### src/rtl/fm_op_sequencer.sv
// ----------------------------------------------------------------------------
// fm_op_sequencer
//
// Purpose:
//   Shares one FM phase datapath across NUM_OPS operator slots per sample.
//   Each sample_tick starts a frame that visits op_sel = 0 .. NUM_OPS-1. Every
//   operator slot is SLOT_CYCLES clocks long:
//     FETCH  (1 cycle)              parameter RAM read strobe for op_sel
//     SETTLE (SLOT_CYCLES-2 cycles) parameters settle at the phase unit
//     ISSUE  (1 cycle)              phase accumulator write strobe
//   Key-on requests from the register interface are held per operator. Each
//   one becomes a single restart on that operator's next ISSUE.
//
// Ports:
//   clk          in   system clock
//   reset_n      in   asynchronous active-low reset
//   sample_tick  in   one-cycle pulse, start of a new sample frame
//   keyon_set    in   one-cycle pulse, post a restart request for keyon_op
//   keyon_op     in   operator index for keyon_set (>= NUM_OPS is ignored)
//   overrun_clr  in   clears the sticky overrun flag
//   op_sel       out  current operator index to phase unit / parameter RAM
//   param_rd_en  out  parameter RAM read strobe for op_sel
//   next         out  one-cycle phase accumulator write strobe
//   restart      out  zero the phase of op_sel, only asserted with next
//   busy         out  frame in progress
//   frame_done   out  one-cycle pulse on the cycle after the last ISSUE
//   overrun      out  sticky, sample_tick arrived while busy
// ----------------------------------------------------------------------------
module fm_op_sequencer #(
    parameter int unsigned NUM_OPS     = 36,
    parameter int unsigned SLOT_CYCLES = 4
) (
    input  logic       clk,
    input  logic       reset_n,
    input  logic       sample_tick,
    input  logic       keyon_set,
    input  logic [5:0] keyon_op,
    input  logic       overrun_clr,
    output logic [5:0] op_sel,
    output logic       param_rd_en,
    output logic       next,
    output logic       restart,
    output logic       busy,
    output logic       frame_done,
    output logic       overrun
);

    // Slot counter only has to hold SLOT_CYCLES-3 (the SETTLE countdown).
    localparam int unsigned CntW = (SLOT_CYCLES > 2) ? $clog2(SLOT_CYCLES) : 1;
    localparam logic [CntW-1:0] SettleLoad = CntW'(SLOT_CYCLES - 3);
    localparam logic [CntW-1:0] CntOne     = CntW'(1);
    localparam logic [5:0]      LastOp     = 6'(NUM_OPS - 1);
    localparam logic [5:0]      OpOne      = 6'd1;

    typedef enum logic [1:0] {
        StIdle,
        StFetch,
        StSettle,
        StIssue
    } state_t;

    state_t             r_state;
    state_t             w_state_nxt;
    logic [CntW-1:0]    r_cnt;
    logic [CntW-1:0]    w_cnt_nxt;
    logic [5:0]         r_op_sel;
    logic [5:0]         w_op_sel_nxt;
    logic [NUM_OPS-1:0] r_pending;
    logic [NUM_OPS-1:0] w_pending_nxt;
    logic               r_frame_done;
    logic               w_frame_done_nxt;
    logic               r_overrun;
    logic               w_overrun_nxt;
    logic               w_issue;
    logic               w_pend_sel;

    // ------------------------------------------------------------------------
    // State register
    // ------------------------------------------------------------------------
    always_ff @(posedge clk or negedge reset_n) begin
        if (!reset_n) begin
            r_state      <= StIdle;
            r_cnt        <= '0;
            r_op_sel     <= '0;
            r_pending    <= '0;
            r_frame_done <= 1'b0;
            r_overrun    <= 1'b0;
        end else begin
            r_state      <= w_state_nxt;
            r_cnt        <= w_cnt_nxt;
            r_op_sel     <= w_op_sel_nxt;
            r_pending    <= w_pending_nxt;
            r_frame_done <= w_frame_done_nxt;
            r_overrun    <= w_overrun_nxt;
        end
    end

    // ------------------------------------------------------------------------
    // Next-state logic and slot strobes
    // ------------------------------------------------------------------------
    always_comb begin
        w_state_nxt      = r_state;
        w_cnt_nxt        = r_cnt;
        w_op_sel_nxt     = r_op_sel;
        w_frame_done_nxt = 1'b0;
        busy             = 1'b0;
        param_rd_en      = 1'b0;
        w_issue          = 1'b0;

        case (r_state)
            StIdle: begin
                if (sample_tick) begin
                    w_state_nxt  = StFetch;
                    w_op_sel_nxt = '0;
                end
            end

            StFetch: begin
                busy        = 1'b1;
                param_rd_en = 1'b1;
                w_cnt_nxt   = SettleLoad;
                w_state_nxt = StSettle;
            end

            StSettle: begin
                busy = 1'b1;
                if (r_cnt == '0) begin
                    w_state_nxt = StIssue;
                end else begin
                    w_cnt_nxt = r_cnt - CntOne;
                end
            end

            StIssue: begin
                busy    = 1'b1;
                w_issue = 1'b1;
                if (r_op_sel == LastOp) begin
                    // Last operator: back to idle; frame_done lands next cycle,
                    // where a fresh tick is already accepted.
                    w_op_sel_nxt     = '0;
                    w_state_nxt      = StIdle;
                    w_frame_done_nxt = 1'b1;
                end else begin
                    w_op_sel_nxt = r_op_sel + OpOne;
                    w_state_nxt  = StFetch;
                end
            end

            default: begin
                w_state_nxt  = StIdle;
                w_op_sel_nxt = '0;
            end
        endcase
    end

    // ------------------------------------------------------------------------
    // Pending restart flags
    // ------------------------------------------------------------------------
    // Select the pending bit of the operator being issued. The loop form keeps
    // the index within NUM_OPS regardless of the 6-bit op_sel width.
    always_comb begin
        w_pend_sel = 1'b0;
        for (int i = 0; i < NUM_OPS; i++) begin
            if (r_op_sel == 6'(i)) begin
                w_pend_sel = r_pending[i];
            end
        end
    end

    // Service clears first, a same-cycle post then re-sets the bit, so a
    // request landing on its own ISSUE survives to the next frame. Indices
    // at or above NUM_OPS match no bit and are dropped.
    always_comb begin
        w_pending_nxt = r_pending;
        for (int i = 0; i < NUM_OPS; i++) begin
            if (w_issue && (r_op_sel == 6'(i))) begin
                w_pending_nxt[i] = 1'b0;
            end
            if (keyon_set && (keyon_op == 6'(i))) begin
                w_pending_nxt[i] = 1'b1;
            end
        end
    end

    // ------------------------------------------------------------------------
    // Sticky overrun: a tick outside IDLE is dropped and flagged; set beats clear.
    // ------------------------------------------------------------------------
    always_comb begin
        w_overrun_nxt = r_overrun;
        if (sample_tick && (r_state != StIdle)) begin
            w_overrun_nxt = 1'b1;
        end else if (overrun_clr) begin
            w_overrun_nxt = 1'b0;
        end
    end

    // ------------------------------------------------------------------------
    // Outputs
    // ------------------------------------------------------------------------
    always_comb begin
        next       = w_issue;
        restart    = w_issue & w_pend_sel;
        op_sel     = r_op_sel;
        frame_done = r_frame_done;
        overrun    = r_overrun;
    end

    // ------------------------------------------------------------------------
    // Structural invariants
    // ------------------------------------------------------------------------
    a_restart_needs_next : assert property (
        @(posedge clk) disable iff (!reset_n) restart |-> next
    );

    a_op_sel_range : assert property (
        @(posedge clk) disable iff (!reset_n) op_sel <= LastOp
    );

    a_op_sel_stable_in_slot : assert property (
        @(posedge clk) disable iff (!reset_n)
        (busy && !next) |=> (op_sel == $past(op_sel))
    );

endmodule

### config.mk
export PLATFORM = sky130hd
export DESIGN_NAME = fm_op_sequencer
export DESIGN_NICKNAME = d
export VERILOG_FILES = /design/src/rtl/fm_op_sequencer.sv
export SDC_FILE = /design/constraint.sdc
export NUM_CORES = 1
export LEC_CHECK = 0
export ABC_AREA = 0
export CORE_MARGIN = 2
export CORE_UTILIZATION = 52
export CTS_CLUSTER_DIAMETER = 150
export DETAILED_ROUTE_END_ITERATION = 6
export GPL_ROUTABILITY_DRIVEN = 0
export PLACE_DENSITY_LB_ADDON = 0.25
export SLEW_MARGIN = 10
export SYNTH_ARGS = -nofsm -noshare
export SYNTH_HDL_FRONTEND = slang
export SYNTH_SLANG_ARGS = --single-unit
### constraint.sdc
create_clock -name clk -period 2.24 [get_ports clk]
set_input_delay 0.336 -clock clk [delete_from_list [all_inputs] [get_ports clk]]
set_output_delay 0.336 -clock clk [all_outputs]
set_load 0.01 [all_outputs]
Yosys cells after proc, flatten, opt, wreduce, memory -nomap -nowiden
Cells that the tools add are included.
{ "classes": {"bitwise_logic": 1, "mux": 124, "n_eq_ne": 76, "reduce_logical": 121, "add_sub_neg": 2} }
{ "op_table": {"columns": ["operator", "count"], "rows": [
  ["6-bit by 5-bit == test with 1-bit output, second input constant", 32],
  ["1-bit two-way mux", 116],
  ["6-bit by 4-bit == test with 1-bit output, second input constant", 16],
  ["2-bit nonzero test", 40],
  ["1-bit logical AND", 73],
  ["6-bit by 3-bit == test with 1-bit output, second input constant", 8],
  ["6-bit == test, second input constant", 8],
  ["6-bit by 2-bit == test with 1-bit output, second input constant", 4],
  ["6-bit by 1-bit == test with 1-bit output, second input constant", 2],
  ["6-bit logical NOT", 2],
  ["6-bit two-way mux", 2],
  ["6-bit case mux with 2 select lines", 1],
  ["2-bit case mux with 4 select lines", 1],
  ["6-bit by 1-bit adder with 6-bit output, second input constant", 1],
  ["2-bit two-way mux", 3],
  ["2-bit != test, second input constant", 3],
  ["2-bit AND reduction", 3],
  ["2-bit == test, second input constant", 2],
  ["2-bit logical NOT", 2],
  ["2-bit case mux with 2 select lines", 1],
  ["3-bit OR reduction", 1],
  ["2-bit by 1-bit == test with 1-bit output, second input constant", 1],
  ["2-bit by 1-bit subtractor with 2-bit output, second input constant", 1],
  ["1-bit bitwise AND", 1]
]} }
{ "word_totals": {"in_bits": 11, "word_cells": 365, "out_inout_bits": 12, "reg_bits": 48} }

Depth between registers and ports, before layout
{ "logic_depth": {"depth_word": 38, "mapped_depth": 10, "mapped_depth_nobuf": 8} }

Worst setup path after synthesis
Ideal clock, no wire load.
{ "synth_path": {"path_kind": "register -> output", "startpoint": "register r_op_sel[0] (netlist: op_sel[0])", "endpoint": "output port restart", "stages_incl_launch_ff": 10, "t_arrival_ns": 2.094, "t_required_ns": 1.904, "n_path_buf": 1, "slack_ns": -0.190, "cell_sequence": "dfrtp_1 -> inv_1 -> ha_1 -> buf_2 -> or3b_2 -> a21oi_1 -> o21ai_0 -> and2_1 -> nor4b_1 -> a31oi_1"} }
{ "synth_between": {"elab_chain_cells": 38, "elab_cells_between_ends": 73, "classes_between": "eq/ne (35); mux (36); bitwise (1); reduce/logical (1)"} }
{ "synth_rtl": {"columns": ["item", "line", "text"], "rows": [
  ["from (decl)", "66", "logic [5:0] r_op_sel;"],
  ["from (signal assigned)", "91", "r_op_sel <= w_op_sel_nxt;"],
  ["6-bit logical NOT", "164", "if (r_op_sel == 6'(i)) begin"],
  ["1-bit two-way mux (35 in series)", "164", null],
  ["1-bit two-way mux *", "164", null],
  ["1-bit bitwise AND *", "202", "restart = w_issue & w_pend_sel;"],
  ["to (decl)", "42", "output logic restart,"]
]} }
Every way passes the cells marked *; elsewhere a longest branch is shown, timed or not.

Final worst setup path
{ "layout_path": {"startpoint": "register r_op_sel[1] (netlist: op_sel[1])", "endpoint": "output port restart"} }
Same word-level chain as after synthesis.

==> summary.md <==
• 318 — cell count after synthesis
• 0.478 ns — Least-Margin Pin Slew
• compound AO/OA/AOI/OAI gates — largest family of logic cells by synthesized area
• 6.35 — Via density
• 5.71 mm — HPWL Detailed
• 76.7 microns — Die Ht
• 0 — number of maximum-capacitance violations
• 0 — pins over their slew limit
• 404 — final layout net count
• 0 — Hold Vio Cnt, Final
• 9 — number of cells on the critical path
• 31 — maximum number of pins on one net before global-route repair
• 0.319% — xor/xnor cell area share of the yosys netlist
• sky130_fd_sc_hd__dfrtp_2 — Crit-path slowest cell
• 8.64 sq um — Avg Cell Area, Syn
• 2.77 ns — final period demand of the worst path
• 76.7 microns — Die Width
• 5 — number of buffers added by the clock tree synthesis step
• 26 — Std-Cell Rows
• 0.09 ns — Clk pin slew, worst setup/hold paths
• 2676 — vias in the first global route
• 0 — gr ovfl total
• 378 — final-layout fill cell count
• 8 — path depth of the worst reg2reg path
• 5880 sq um — Die Footprint
• 48 — flop and latch count out of synthesis
• 0 — number of antenna violations at the first check in global routing
• 100% — share of flip-flops with an asynchronous set or reset after synthesis
• 0 — drc violations
• 53.8% — initial core utilization
• 0.51 ns — flop2flop setup slack
• in -> async — HP Class
• 3640 sq um — Finished Cell Area
• 361 MHz — achievable clock frequency
• 18.1 microns — mean routed wirelength per cell
• 2.43 ns — arrival time of data at the critical path endpoint
• true — RSZ-0062 raised after global routing
• 22 — IO buf count
• 0.31 ns — clock latency at the later pin of the worst-skew pair
• op_sel[1]$_DFFE_PN0P_ — Critical Path Start
• 2 — level count of the clock H-tree
• 2750 sq um — combined area of all synthesized cells
• 0 — number of enable-type register cells in the synthesized netlist
• restart — crit path to
• done — clock tree from TritonCTS
• 3 — Crit path buffers/inverters
• 1 — total setup violations reported at the end of the flow
• complete, but fails checks — run status
• 43.7% — sequential element share of the synthesized area
• 0 — count of antenna-violating nets left after detailed routing
• 67.9% — Max-slew headroom
• inv_2 > ha_4 > buf_6 > a211o_1 > a31oi_2 > o22ai_2 > nor4b_4 > a31oi_1 > buf_2 — Critical Path, Cell by Cell
• 32.7% — synth-to-layout area growth
• 2885 — total number of vias
• -0.528 ns — total negative slack
• 18.8% — Synth Area in Simple Gates
• output pin — crit path capture type
• 0.364% — share of synthesized area spent on multiplexers
• 372 — number of violations reported at the end of detailed-routing iteration 0
• 52 — post-synth cell types
• 8.20 mm — routed wire length
• 124% — crit share post-route
• 2 — Longest Clk Path Bufs
• 3370 sq um — dpl cell area
• 339 — synthesized netlist net count
• 0.00616 ns — final worst clock skew
• reg -> out — WS Path Type
• 293 uV — worst supply voltage drop on vdd
• 0 — count of warnings emitted by yosys
• 27.7% — synthesized-area fraction occupied by ao, oa, aoi and oai cells
• 1.47 nW — leakage
• 5110 sq um — Core ar.
• 4.55% — post-synthesis adder-cell area fraction
• 23 — boundary pin count
• r_state[0]$_DFFE_PN0P_ — R2R Path Start
• 1.90 ns — Crit path required time
• negative setup slack — violated checks
• 447 nW/um^2 — P per Cell Area
• sky130_fd_sc_hd__clkbuf_8 — Root Driver
• register — category of the worst setup path launch point
• -0.528 ns — min setup slack post-route
• 4 — worst-path fanout max
• 0.45 ns — largest stage delay on the critical path
• 27.9% — overall fraction of global-route tracks in use
• op_sel[3]$_DFFE_PN0P_ — reg2reg end
• 6 — 1st-pass router iterations
• 21.6% — share of final-layout standard cells stronger than drive strength 1
• 0 — Antenna Diode Count
• 13.1 mm — first-pass GRT wire length
• 48 — CTS sink cnt
• sky130_fd_sc_hd__dfrtp_1 — primary flip-flop cell chosen by synthesis mapping
• compound AO/OA/AOI/OAI gates — crit-path leading delay family
layer usage:
metal	share of wire (%)	wire [microns]	track usage, %	up-vias
met4	3.8	308	9.09	0
met5	0	0	0	-
met1	42	3410	39.1	1380
li1	-	-	-	1281
met2	45	3720	44.4	182
met3	9.4	768	4.71	42
metrics by stage:
step / util [%] / cells / hold slack (ns) / worst slack, ns / power [mW]
3_5_place_dp: 66.0 / 442 / 0.316 / -0.556 / 0.956
6_report: 71.4 / 454 / 0.508 / -0.528 / 1.63
2_1_floorplan: - / 318 / 0.0404 / 0.00623 / 0.903
5_1_grt: 71.4 / 454 / 0.560 / -0.629 / 1.68
4_1_cts: 70.8 / 454 / 0.520 / -0.412 / 1.63
3_3_place_gp: 66.0 / 442 / 0.314 / -0.553 / 0.955
state kept, by name, indices dropped and copies added (netlist names):
| register | cells |
|---|---|
| op_sel | 6 |
| overrun | 1 |
| r_state | 2 |
| r_cnt | 2 |
| frame_done | 1 |
| r_pending | 36 |
worst min path at each step:
| stage | startpoint | endpoint | slack [ns] |
|---|---|---|---|
| after global routing | reset_n | r_pending[30]$_DFFE_PN0P_ | 0.56 |
| after detailed placement | reset_n | r_pending[30]$_DFFE_PN0P_ | 0.32 |
| final | reset_n | r_pending[30]$_DFFE_PN0P_ | 0.51 |
| after floorplan | reset_n | frame_done$_DFF_PN0_ | 0.04 |
| after global placement | reset_n | r_pending[30]$_DFFE_PN0P_ | 0.31 |
| after CTS | r_pending[33]$_DFFE_PN0P_ | r_pending[33]$_DFFE_PN0P_ | 0.52 |
layout make-up:
| class | count | area (sq um) | area share [%] |
|---|---|---|---|
| clock buffers | 7 | 96.3 | 2.64 |
| clock inverters | 1 | 30.0 | 0.824 |
| inverters | 20 | 77.6 | 2.13 |
| multi-input cells | 238 | 1550 | 42.6 |
| flip-flops and latches | 48 | 1200 | 33.0 |
| well taps | 70 | 87.6 | 2.40 |
| repair buffers | 70 | 597 | 16.4 |
cell usage in the layout, fill, tap and decap left out, types with 6 or more instances in the layout:
cell	Yosys	layout
sky130_fd_sc_hd__o22ai_1	8	7
sky130_fd_sc_hd__inv_1	20	18
sky130_fd_sc_hd__a21oi_1	11	9
sky130_fd_sc_hd__ha_1	10	6
sky130_fd_sc_hd__nand2_1	34	34
sky130_fd_sc_hd__dfrtp_1	48	46
sky130_fd_sc_hd__buf_4	0	43
sky130_fd_sc_hd__clkbuf_8	0	7
sky130_fd_sc_hd__nor2b_1	9	7
sky130_fd_sc_hd__nor2_1	9	9
sky130_fd_sc_hd__nand2b_1	6	6
sky130_fd_sc_hd__nand3_1	7	7
sky130_fd_sc_hd__o21ai_0	82	81
sky130_fd_sc_hd__clkdlybuf4s50_1	0	20
power by group:
group / switching [mW] / total [mW] / internal, mW
logic: 0.0428 / 0.0714 / 0.0286
registers: 0.000788 / 0.868 / 0.867
clock network: 0.294 / 0.688 / 0.394
total: 0.338 / 1.63 / 1.29
cell families after synthesis:
group           after synthesis
buf+inv                      32
xor+xnor                      1
fa+ha+maj                    10
compound gates              130
flops                        48
simple gates                 96
mux                           1
worst reg2reg max path, cell delays in order, from the launching register on:
cell	delay [ns]
sky130_fd_sc_hd__dfrtp_1	0.39
sky130_fd_sc_hd__buf_4	0.15
sky130_fd_sc_hd__inv_1	0.09
sky130_fd_sc_hd__ha_1	0.23
sky130_fd_sc_hd__nand2_1	0.14
sky130_fd_sc_hd__o21ai_1	0.30
sky130_fd_sc_hd__nor4_1	0.12
sky130_fd_sc_hd__a31oi_1	0.15
sky130_fd_sc_hd__nand2_1	0.07
Yosys cell counts, drive strengths merged, types with 2 or more instances:
cell,number,area (sq um)
or3b,2,17.5
o32a,2,20.0
nor3,2,10.0
nor2,9,33.8
clkbuf,6,22.5
nand3b,5,37.5
inv,20,75.1
o31ai,3,22.5
nor4b,2,17.5
o221ai,2,23.8
buf,6,27.5
nor4,2,12.5
a21oi,12,63.8
nand2b,6,37.5
and2b,2,15.0
nor2b,9,56.3
nand3,7,35.0
a31oi,4,25.0
or3,4,25.0
ha,10,125
or2,2,12.5
and2,2,12.5
dfrtp,48,1200
a221oi,5,43.8
a211o,2,17.5
o22ai,8,50.1
nand2,34,128
o21ai,83,415
repair_timing:
action / CTS / global route
setup buffers: 3 / 0
setup endpoints to repair: 1 / 1
pin swaps: 12 / 5
gates resized for setup: 23 / 5
hold buffers: 1 / 0
hold endpoints to repair: 18 / 0
(Power assumes the default switching activity.)
